### src/rtl/fp_add_sched.sv
// Round-robin scheduler sharing one floating-point adder between NREQ issue ports.
// Optional statistics counters (ops_done, stall_cycles) with FP_ADD_SCHED_STATS_EN.
module fp_add_sched #(
    parameter int NREQ    = 2,
    parameter int ADD_LAT = 1,
    parameter int IDW     = 3
) (
    input  logic                clk,
    input  logic                rst_n,
    input  logic [NREQ-1:0]     req_valid,
    output logic [NREQ-1:0]     req_ready,
    input  logic [NREQ*141-1:0] req_op,
    output logic [140:0]        add_op,
    input  logic [10:0]         add_es,
    input  logic [56:0]         add_fs,
    input  logic                add_ss,
    input  logic [1:0]          add_fls,
    output logic                rsp_valid,
    input  logic                rsp_ready,
    output logic [IDW-1:0]      rsp_id,
    output logic [10:0]         rsp_es,
    output logic [56:0]         rsp_fs,
    output logic                rsp_ss,
    output logic [1:0]          rsp_fls,
    output logic                busy
`ifdef FP_ADD_SCHED_STATS_EN
    ,
    output logic [31:0]         ops_done,
    output logic [31:0]         stall_cycles
`endif
);
    localparam int OPW = 141;

    typedef enum logic [1:0] {IDLE, EXEC, HOLD} state_t;

    state_t         state, state_nxt;
    logic [IDW-1:0] rr_ptr, id_q, win, rr_nxt;
    logic [2:0]     lat_cnt;
    logic           hit, grant, grant_en;
    logic [OPW-1:0] win_op;

    // Two passes give the wrap-around search: rr_ptr..NREQ-1 first, then 0..rr_ptr-1.
    always_comb begin
        hit = 1'b0;
        win = '0;
        for (int i = 0; i < NREQ; i++) begin
            if (!hit && IDW'(i) >= rr_ptr && req_valid[i]) begin
                hit = 1'b1;
                win = IDW'(i);
            end
        end
        for (int i = 0; i < NREQ; i++) begin
            if (!hit && req_valid[i]) begin
                hit = 1'b1;
                win = IDW'(i);
            end
        end
        grant_en  = (state == IDLE) || (state == HOLD && rsp_ready);
        grant     = grant_en && hit;
        req_ready = grant ? (NREQ'(1) << win) : '0;
        rr_nxt    = (win == IDW'(NREQ - 1)) ? '0 : win + 1'b1;
    end

    always_comb begin
        win_op = '0;
        for (int i = 0; i < NREQ; i++)
            if (IDW'(i) == win) win_op = req_op[i*OPW +: OPW];
    end

    always_comb begin
        state_nxt = state;
        case (state)
            IDLE:    if (grant) state_nxt = EXEC;
            EXEC:    if (lat_cnt == '0) state_nxt = HOLD;
            HOLD:    if (rsp_ready) state_nxt = grant ? EXEC : IDLE;
            default: state_nxt = IDLE;
        endcase
    end

    always_ff @(posedge clk or negedge rst_n) begin
        if (!rst_n) begin
            state     <= IDLE;
            rr_ptr    <= '0;
            id_q      <= '0;
            add_op    <= '0;
            lat_cnt   <= '0;
            rsp_valid <= 1'b0;
            rsp_id    <= '0;
            rsp_es    <= '0;
            rsp_fs    <= '0;
            rsp_ss    <= 1'b0;
            rsp_fls   <= '0;
        end else begin
            state <= state_nxt;
            if (grant) begin
                add_op  <= win_op;
                id_q    <= win;
                rr_ptr  <= rr_nxt;
                lat_cnt <= 3'(ADD_LAT - 1);
            end else if (state == EXEC && lat_cnt != '0) begin
                lat_cnt <= lat_cnt - 3'd1;
            end
            // Adder outputs are only trusted on the final latency edge.
            if (state == EXEC && lat_cnt == '0) begin
                rsp_valid <= 1'b1;
                rsp_id    <= id_q;
                rsp_es    <= add_es;
                rsp_fs    <= add_fs;
                rsp_ss    <= add_ss;
                rsp_fls   <= add_fls;
            end else if (state == HOLD && rsp_ready) begin
                rsp_valid <= 1'b0;
            end
        end
    end

    assign busy = (state != IDLE);

`ifdef FP_ADD_SCHED_STATS_EN
    always_ff @(posedge clk or negedge rst_n) begin
        if (!rst_n) begin
            ops_done     <= '0;
            stall_cycles <= '0;
        end else begin
            if (rsp_valid && rsp_ready) ops_done <= ops_done + 32'd1;
            if (rsp_valid && !rsp_ready && stall_cycles != '1)
                stall_cycles <= stall_cycles + 32'd1;
        end
    end
`endif

endmodule

### config.mk
export PLATFORM = sky130hd
export DESIGN_NAME = fp_add_sched
export DESIGN_NICKNAME = d
export VERILOG_FILES = /design/src/rtl/fp_add_sched.sv
export SDC_FILE = /design/constraint.sdc
export NUM_CORES = 1
export LEC_CHECK = 0
export ABC_AREA = 1
export BUFFER_PORTS_ARGS = -buffer_cell sky130_fd_sc_hd__clkbuf_2
export CORE_AREA = 2 2 225 227
export DETAILED_ROUTE_END_ITERATION = 7
export DIE_AREA = 0 0 227 229
export SLEW_MARGIN = 20
export SYNTH_ARGS = -nofsm -noshare
export SYNTH_HDL_FRONTEND = slang
export SYNTH_SLANG_ARGS = --single-unit
### constraint.sdc
create_clock -name clk -period 2.2 [get_ports clk]
set_input_delay 0.33 -clock clk [delete_from_list [all_inputs] [get_ports clk]]
set_output_delay 0.33 -clock clk [all_outputs]
set_load 0.05 [all_outputs]
==> reports/qor.txt, run 1 <==
post-DR vias/cell: 4.20
Final Util: 0.308
Synth top area share: 0.526
net count reported at finish: 2347
endpoints failing setup: 0
leakage power: 0.00908 uW
CP arrival: 1790 ps
WL/cell: 14.2 um
Setup crit end kind: output port
Seq/Total Area, Yosys: 0.526
worst skew pair latency: 540 ps
# port buffers: 574
Fin. Hold Viols: 0
Area growth, synth to finish: 45.3%
GRT overflow: 0
Die Y: 229 um
Die Area: 52000 um2
CP Data Required Time: 1870 ps
Synth area leaders: dfrtp_1 (53%), nand2_1 (31%), nand3_1 (10%), buf_2 (2.7%), clkbuf_1 (1.1%)
global-route wire length before repair: 57.2 mm
Commonest cells post-synth: nand2_1 (863), dfrtp_1 (221), nand3_1 (216)
Final ANT Viol Nets: 0
fillers: 5398
worst slew pin tran: 622 ps
Via Count: 11200
RSZ-0062 raised after global routing: no
htree depth: 1
drt total wl: 38.0 mm
TritonCTS Sinks: 221
YS warnings: 0
Worst VDD drop: 0.000897 V
share of post-route cells with drive strength above 1: 0.326
Avg Cell Area, Syn: 7.33 um2
core area: 49700 um2
Rows: 82
# DRC: 0
Async SR Flop Fraction: 1.00
Slew headroom: 0.585
Hold Path Class: in2reg
area leader, netlist: dfrtp_1
Synth cell types: 21
hold slack final: 33.4 ps
maxcap violations: 0
Clock transition at path regs: 50 ps
P per Cell Area: 1740 nW/um2
initial antenna violation count: 2
CP max FO: 2
top_reg_cell synth: dfrtp_1
Final min period: 2120 ps
RD Place Congestion: 0.893
critical path type: in2out
Initial Utilization: 0.212
startpoint class of the critical path: input pin
gr usage total: 0.138
post-CTS setup buffer count: 0
synthesized area: 10500 um2
top-count cell post-synth: nand2_1
drt first pass iters: 4
Max Clock Freq: 473 MHz
EDFF count, synth: 0
#FFs+latches synth: 221
status: finished, final reports clean
TritonCTS clock tree: built
max-slew violation count: 0
FF-to-FF path depth: 8
worst-case clock buffer depth: 3
DP HPWL: 28.7 mm
Clock Skew: 10.2 ps
final worst-path cycle share: 0.962
setup tns final: 0 ps
Num CTS Buffers: 27
Power Total: 26500 uW
largest net degree at the start of global routing: 111
worst hold stages: 3
vias in the first global route: 10600
starting DRC count in detailed routing: 442
I/O Pins: 577
root buf cell: clkbuf_16
DIE WIDTH: 227 um
cell count after synthesis: 1434
==> state kept, by name, summed over array words and instances (netlist names) <==
signal,flops
add_op,141
rsp_fs,57
rsp_es,11
lat_cnt,3
rsp_fls,2
state,2
id_q,1
rr_ptr,1
rsp_id,1
rsp_ss,1
rsp_valid,1
==> timing repair <==
action | in CTS | in global routing
gates resized for setup | 0 | 1
hold buffers | 20 | 0
hold endpoints to repair | 72 | 0
setup endpoints to repair | 0 | 2
==> stage by stage <==
stage / cell area, um2 / instances / worst slack [ps]
CTS: 15300 / 2676 / 26.0
global route: 15300 / 2677 / 11.9
floorplan: 10500 / 1435 / 207
detailed placement: 14200 / 2610 / 525
global placement: 14200 / 2610 / 534
finish: 15300 / 2678 / 84.1
==> power by group <==
group	switching (uW)	internal, uW
clock	1680	2610
combinational	11700	3310
sequential	1190	6040
==> final cells by class <==
cell class              instances  area, um2  share of cell area
flip-flops and latches        221       5530               0.362
multi-input cells            1098       4490               0.294
repair buffers                625       3500               0.229
well taps                     672        841              0.0551
clock buffers                  40        764              0.0501
clock inverters                 6       87.6             0.00573
inverters                      14       55.1             0.00360
diodes                          2       5.00            0.000328
==> kinds of logic after synthesis <==
| logic type | count (synthesis) | synth area share |
|---|---|---|
| simple gates | 1090 | 0.416 |
| flops | 221 | 0.526 |
| buf+inv | 116 | 0.0524 |
| compound gates | 4 | 0.00250 |
| fa+ha+maj | 2 | 0.00238 |
| other cells | 1 | 0.000357 |
==> worst max-delay path, cell delays in order <==
cell           delay [ps]
dlygate4sd3_1         570
clkbuf_2              140
inv_1                  70
a21oi_4               200
nand2_1               120
inv_1                  90
clkbuf_2              280
==> worst paths after layout <==
path / to / start / slack [ps]
max in group asynchronous: add_op[42] / rst_n / 1200
min reg2reg: rsp_fs[56] / rsp_fs[56] / 470
max: req_ready[1] / rsp_ready / 80
min in group asynchronous: rsp_fs[10] / rst_n / 360
min: rsp_fs[4] / add_fs[4] / 30
max reg2reg: add_op[20] / rr_ptr[0] / 580
==> per-layer routing <==
metal,vias to the layer above,GRT usage,share of wire
met2,431,0.243,0.48
met3,63,0.0307,0.074
met5,-,0,0.00037
met4,2,0.0402,0.024
met1,5189,0.168,0.42
li1,5560,-,-
==> placed cells by master, fill, tap and decap left out, types with 4 or more instances in the layout <==
cell type,instances
dlygate4sd3_1,20
dfrtp_1,221
clkbuf_2,571
clkbuf_16,27
nand3_1,216
clkbuf_1,9
nand2_1,862
buf_12,14
buf_4,19
nor2_1,4
inv_2,5
inv_1,8
clkbuf_8,4
(Power assumes the default switching activity.)
==> run 2, diff against run 1 <==
--- a/config.mk
+++ b/config.mk
@@ -11,5 +11,4 @@
 export DETAILED_ROUTE_END_ITERATION = 7
 export DIE_AREA = 0 0 227 229
-export SLEW_MARGIN = 20
 export SYNTH_ARGS = -nofsm -noshare
 export SYNTH_HDL_FRONTEND = slang
==> constraint.sdc (replaced) <==
create_clock -name clk -period 2.2 [get_ports clk]
set_input_delay 0.33 -clock clk [delete_from_list [all_inputs] [get_ports clk]]
set_output_delay 0.33 -clock clk [all_outputs]
set_load 0.1 [all_outputs]
==> run 2 against run 1 <==
Setup slack better by 17 ps. Clock skew decreased by 2.2 ps. Critical endpoint is now req_ready[0]. Utilization up 0.18 points. Routed wire length grew 2.6%.
==> reports/qor.txt, run 2 (synthesized netlist as in run 1, its figures left out) <==
Num CTS Buffers: 26
initial antenna violation count: 1
fin cells: 2686
worst-case clock buffer depth: 3
startpoint class of the critical path: register
worst hold stages: 3
vias in the first global route: 11000
Initial Utilization: 0.212
Final min period: 2100 ps
Ant. Diodes: 0
starting DRC count in detailed routing: 541
share of post-route cells with drive strength above 1: 0.328
max-slew violation count: 0
status: finished, final reports clean
final worst-path cycle share: 0.954
Top reg by flops: add_op
worst skew pair latency: 540 ps
worst r2r dst: rsp_es[10]
leading cell type in the layout, fill and taps excluded: nand2_1
Placed Cells: 2609
hold slack final: 31.1 ps
TritonCTS clock tree: built
most frequent cells in the layout: nand2_1 (862), clkbuf_2 (570), dfrtp_1 (221)
Fin. Hold Viols: 0
Clock transition at path regs: 60 ps
CP delay by family, top: flip-flops
net count reported at finish: 2355
maxcap violations: 0
Clock Skew: 7.94 ps
DP HPWL: 29.5 mm
largest net degree at the start of global routing: 93
max reg flops: 141
# port buffers: 574
Slew headroom: 0.559
Hold Path Class: in2reg
FF-to-FF path depth: 7
endpoints failing setup: 0
critical path type: reg2out
core area: 49700 um2
Die Area: 52000 um2
Final ANT Viol Nets: 0
Area growth, synth to finish: 46.1%
crit path cell chain: a21oi_4 > nand2_8 > nor2_2 > buf_12
Hold EP: rsp_fs[30]
GRT overflow: 0
root buf cell: clkbuf_16
RD Place Congestion: 0.951
hold path start: add_fs[30]
r2r startpoint: lat_cnt[0]
Via Count: 11400
CP max stage cell: dfrtp_1
htree depth: 1
Die Y: 229 um
I/O Pins: 577
Max Clock Freq: 476 MHz
Setup crit end kind: output port
gr usage total: 0.144
RSZ-0062 raised after global routing: no
drt first pass iters: 7
CP arrival: 1770 ps
setup slack, reg-to-reg: 550 ps
post-DR vias/cell: 4.23
CP Data Required Time: 1870 ps
drt total wl: 39.0 mm
Buf/Inv on CP: 1
crit-path max cell delay: 440 ps
TritonCTS Sinks: 221
# DRC: 0
Rows: 82
DIE WIDTH: 227 um
CP max FO: 18
WL/cell: 14.5 um
Largest regs: add_op x141, rsp_fs x57, rsp_es x11
worst slew pin tran: 662 ps
setup tns final: 0 ps
global-route wire length before repair: 59.8 mm
## run 2: metal layers
layer / GRT usage / wire, um
met2: 0.255 / 19100
met3: 0.0303 / 2960
met1: 0.174 / 15900
met4: 0.0447 / 1060
met5: 0 / 13
## run 2: worst register-to-register path: cells and delay by family, from the launching register on
kind	cells	cell delay, ps
and+or+nand+nor	3	480
DFF	1	380
adders and majority gates	1	150
buffers and inverters	3	570
## run 2: layout make-up
cell class              count  area, um2
clock buffers              40        773
multi-input cells        1099       4510
clock inverters             7       73.8
fillers                  5392      34300
well taps                 672        841
repair buffers            633       3580
inverters                  14       55.1
flip-flops and latches    221       5530
## run 2: timing repair
action                                  CTS  global route
endpoints found under the setup margin    1             2
gates cloned                              1             0
buffers inserted                          0             2
hold endpoints to repair                 87             0
pin swaps                                 1             1
hold buffers                             27             0
gates resized for setup                   0             1
## run 2: how the worst max path moves through the flow
stage / from / end / slack (ps) / depth (start not counted)
final: state[1] / req_ready[0] / 100 / 4
after global routing: state[1] / req_ready[0] / 7 / 4
after detailed placement: rsp_ready / add_op[34] / 510 / 8
after CTS: state[1] / req_ready[0] / 0.4 / 4
after floorplan: rr_ptr[0] / req_ready[0] / 60 / 7
after global placement: rsp_ready / add_op[29] / 530 / 8
## run 2: metrics by stage
step	util	setup slack, ps	cell area [um2]
2_1_floorplan	-	60.2	10500
3_3_place_gp	0.286	533	14200
3_5_place_dp	0.286	506	14200
4_1_cts	0.309	0.427	15300
5_1_grt	0.309	6.87	15400
6_report	0.309	101	15400
Power of run 2 is not shown: default switching activity piles up to over one toggle a cycle in this logic, so the estimate is an artifact.
==> run 3, diff against run 2 <==
GPL_TIMING_DRIVEN = 0   (was not set)
==> run 3 against run 2 <==
Register-to-register slack worse by 430 ps. Non-clock buffer count up 95. Routed wire length up 16%. First-iteration DRC count up 22%. Via count up 5.6%. Sequential share of layout area down 0.87 points. Cell area up 2.5%. Setup slack worse by 12 ps. Die area unchanged. Cell count up 3.6%. Flip-flop and latch count unchanged. Critical path type unchanged.
==> reports/qor.txt, run 3 (synthesized netlist as in run 1, its figures left out) <==
Via Count: 12000
Die Area: 52000 um2
Die Y: 229 um
RSZ-0062 raised after global routing: no
CP max stage cell: dfrtp_1
most frequent cells in the layout: nand2_1 (862), clkbuf_2 (570), dfrtp_1 (220)
CP Data Required Time: 1870 ps
GRT overflow: 0
Rows: 82
TritonCTS clock tree: built
core area: 49700 um2
post-DR vias/cell: 4.31
hold path start: add_fs[53]
status: finished, final reports clean
worst skew pair latency: 550 ps
Clock transition at path regs: 60 ps
DP HPWL: 34.9 mm
max-slew violation count: 0
final worst-path cycle share: 0.960
setup slack, reg-to-reg: 120 ps
I/O Pins: 577
gr usage total: 0.165
share of post-route cells with drive strength above 1: 0.330
initial antenna violation count: 1
crit-path max cell delay: 390 ps
Final ANT Viol Nets: 0
maxcap violations: 0
leading cell type in the layout, fill and taps excluded: nand2_1
root buf cell: clkbuf_16
net count reported at finish: 2450
Buf/Inv on CP: 4
vias in the first global route: 11800
starting DRC count in detailed routing: 660
global-route wire length before repair: 66.5 mm
worst slew pin tran: 650 ps
Hold Path Class: in2reg
drt first pass iters: 6
CP max FO: 7
Top reg by flops: add_op
Num CTS Buffers: 27
crit path cell chain: inv_2 > nand2_8 > nand2_8 > buf_16 > inv_4 > nor2_2 > clkbuf_16
Worst Setup EP: req_ready[0]
DIE WIDTH: 227 um
CP arrival: 1780 ps
startpoint class of the critical path: register
largest net degree at the start of global routing: 108
worst-case clock buffer depth: 3
# DRC: 0
fillers: 5369
Worst path depth: 7
Final min period: 2110 ps
max reg flops: 141
Setup crit end kind: output port
hold slack final: 20.6 ps
Fin. Hold Viols: 0
FF-to-FF path depth: 6
RD Place Congestion: 0.963
Largest regs: add_op x141, rsp_fs x57, rsp_es x11
TritonCTS Sinks: 221
Clock Skew: 13.1 ps
CP delay by family, top: buffers and inverters
Area growth, synth to finish: 49.8%
WL/cell: 16.2 um
cell mode on critical path: nand2_8
Initial Utilization: 0.212
Slew headroom: 0.567
Critical Path Start: rr_ptr[0]
critical path type: reg2out
r2r startpoint: state[1]
# port buffers: 573
drt total wl: 45.1 mm
htree depth: 1
endpoints failing setup: 0
Max Clock Freq: 473 MHz
worst r2r dst: add_op[54]
run 3: cell count changes in the layout (fill, tap and decap cells not counted), sizes merged:
cell,before,now
clkinv,5,2
diode,0,3
clkbuf,610,647
clkinvlp,1,0
bufinv,1,0
inv,14,15
dlygate4sd3,27,50
nand2,867,866
buf,36,75
run 3: cell type report:
| class | instances | area, um2 | share of cell area |
|---|---|---|---|
| well taps | 672 | 841 | 0.0534 |
| multi-input cells | 1098 | 4480 | 0.285 |
| diodes | 3 | 7.51 | 0.000477 |
| clock buffers | 44 | 800 | 0.0508 |
| repair buffers | 628 | 3490 | 0.222 |
| plain buffers | 100 | 512 | 0.0325 |
| flip-flops and latches | 221 | 5530 | 0.351 |
| inverters | 14 | 55.1 | 0.00350 |
| clock inverters | 3 | 22.5 | 0.00143 |
run 3: what timing repair did:
action                     4_1_cts  5_1_grt
gates resized for setup         20        4
setup endpoints to repair       26        2
hold endpoints to repair       270        0
pin swaps                        2        2
hold buffers                    50        0
buffers inserted                 2        1
run 3: worst min path at each step:
stage / slack [ps] / to / cells past startpoint
final: 20 / rsp_fs[53] / 3
after CTS: 2 / rsp_fs[7] / 3
after floorplan: 30 / add_op[0] / 0
after global routing: 10 / rsp_fs[24] / 3
after global placement: 450 / rsp_fs[35] / 2
after detailed placement: 180 / rsp_fs[13] / 1
run 3: metal layers:
metal	track usage	routed length, um	up-vias
met5	0	0	-
met4	0.0558	1430	0
met3	0.0340	3360	81
met2	0.295	22100	517
met1	0.195	18200	5617
li1	-	-	5776
run 3: through the flow:
stage                     setup slack (ps)  instance area [um2]   util  TNS (ps)  cells
final                                 88.1                15700  0.317         0   2783
after global routing                  2.34                15700  0.317         0   2780
after CTS                            -27.3                15700  0.317     -53.1   2780
after detailed placement              -715                14300  0.288     -2640   2682
after global placement               -3740                14200  0.287   -820930   2680
after floorplan                       60.2                10500      -         0   1435
run 3: tightest hold or removal path: stages:
cell,delay (ps)
clkbuf_2,80
nand3_1,70
nand2_1,70
Power of run 3 is left out for the same reason.
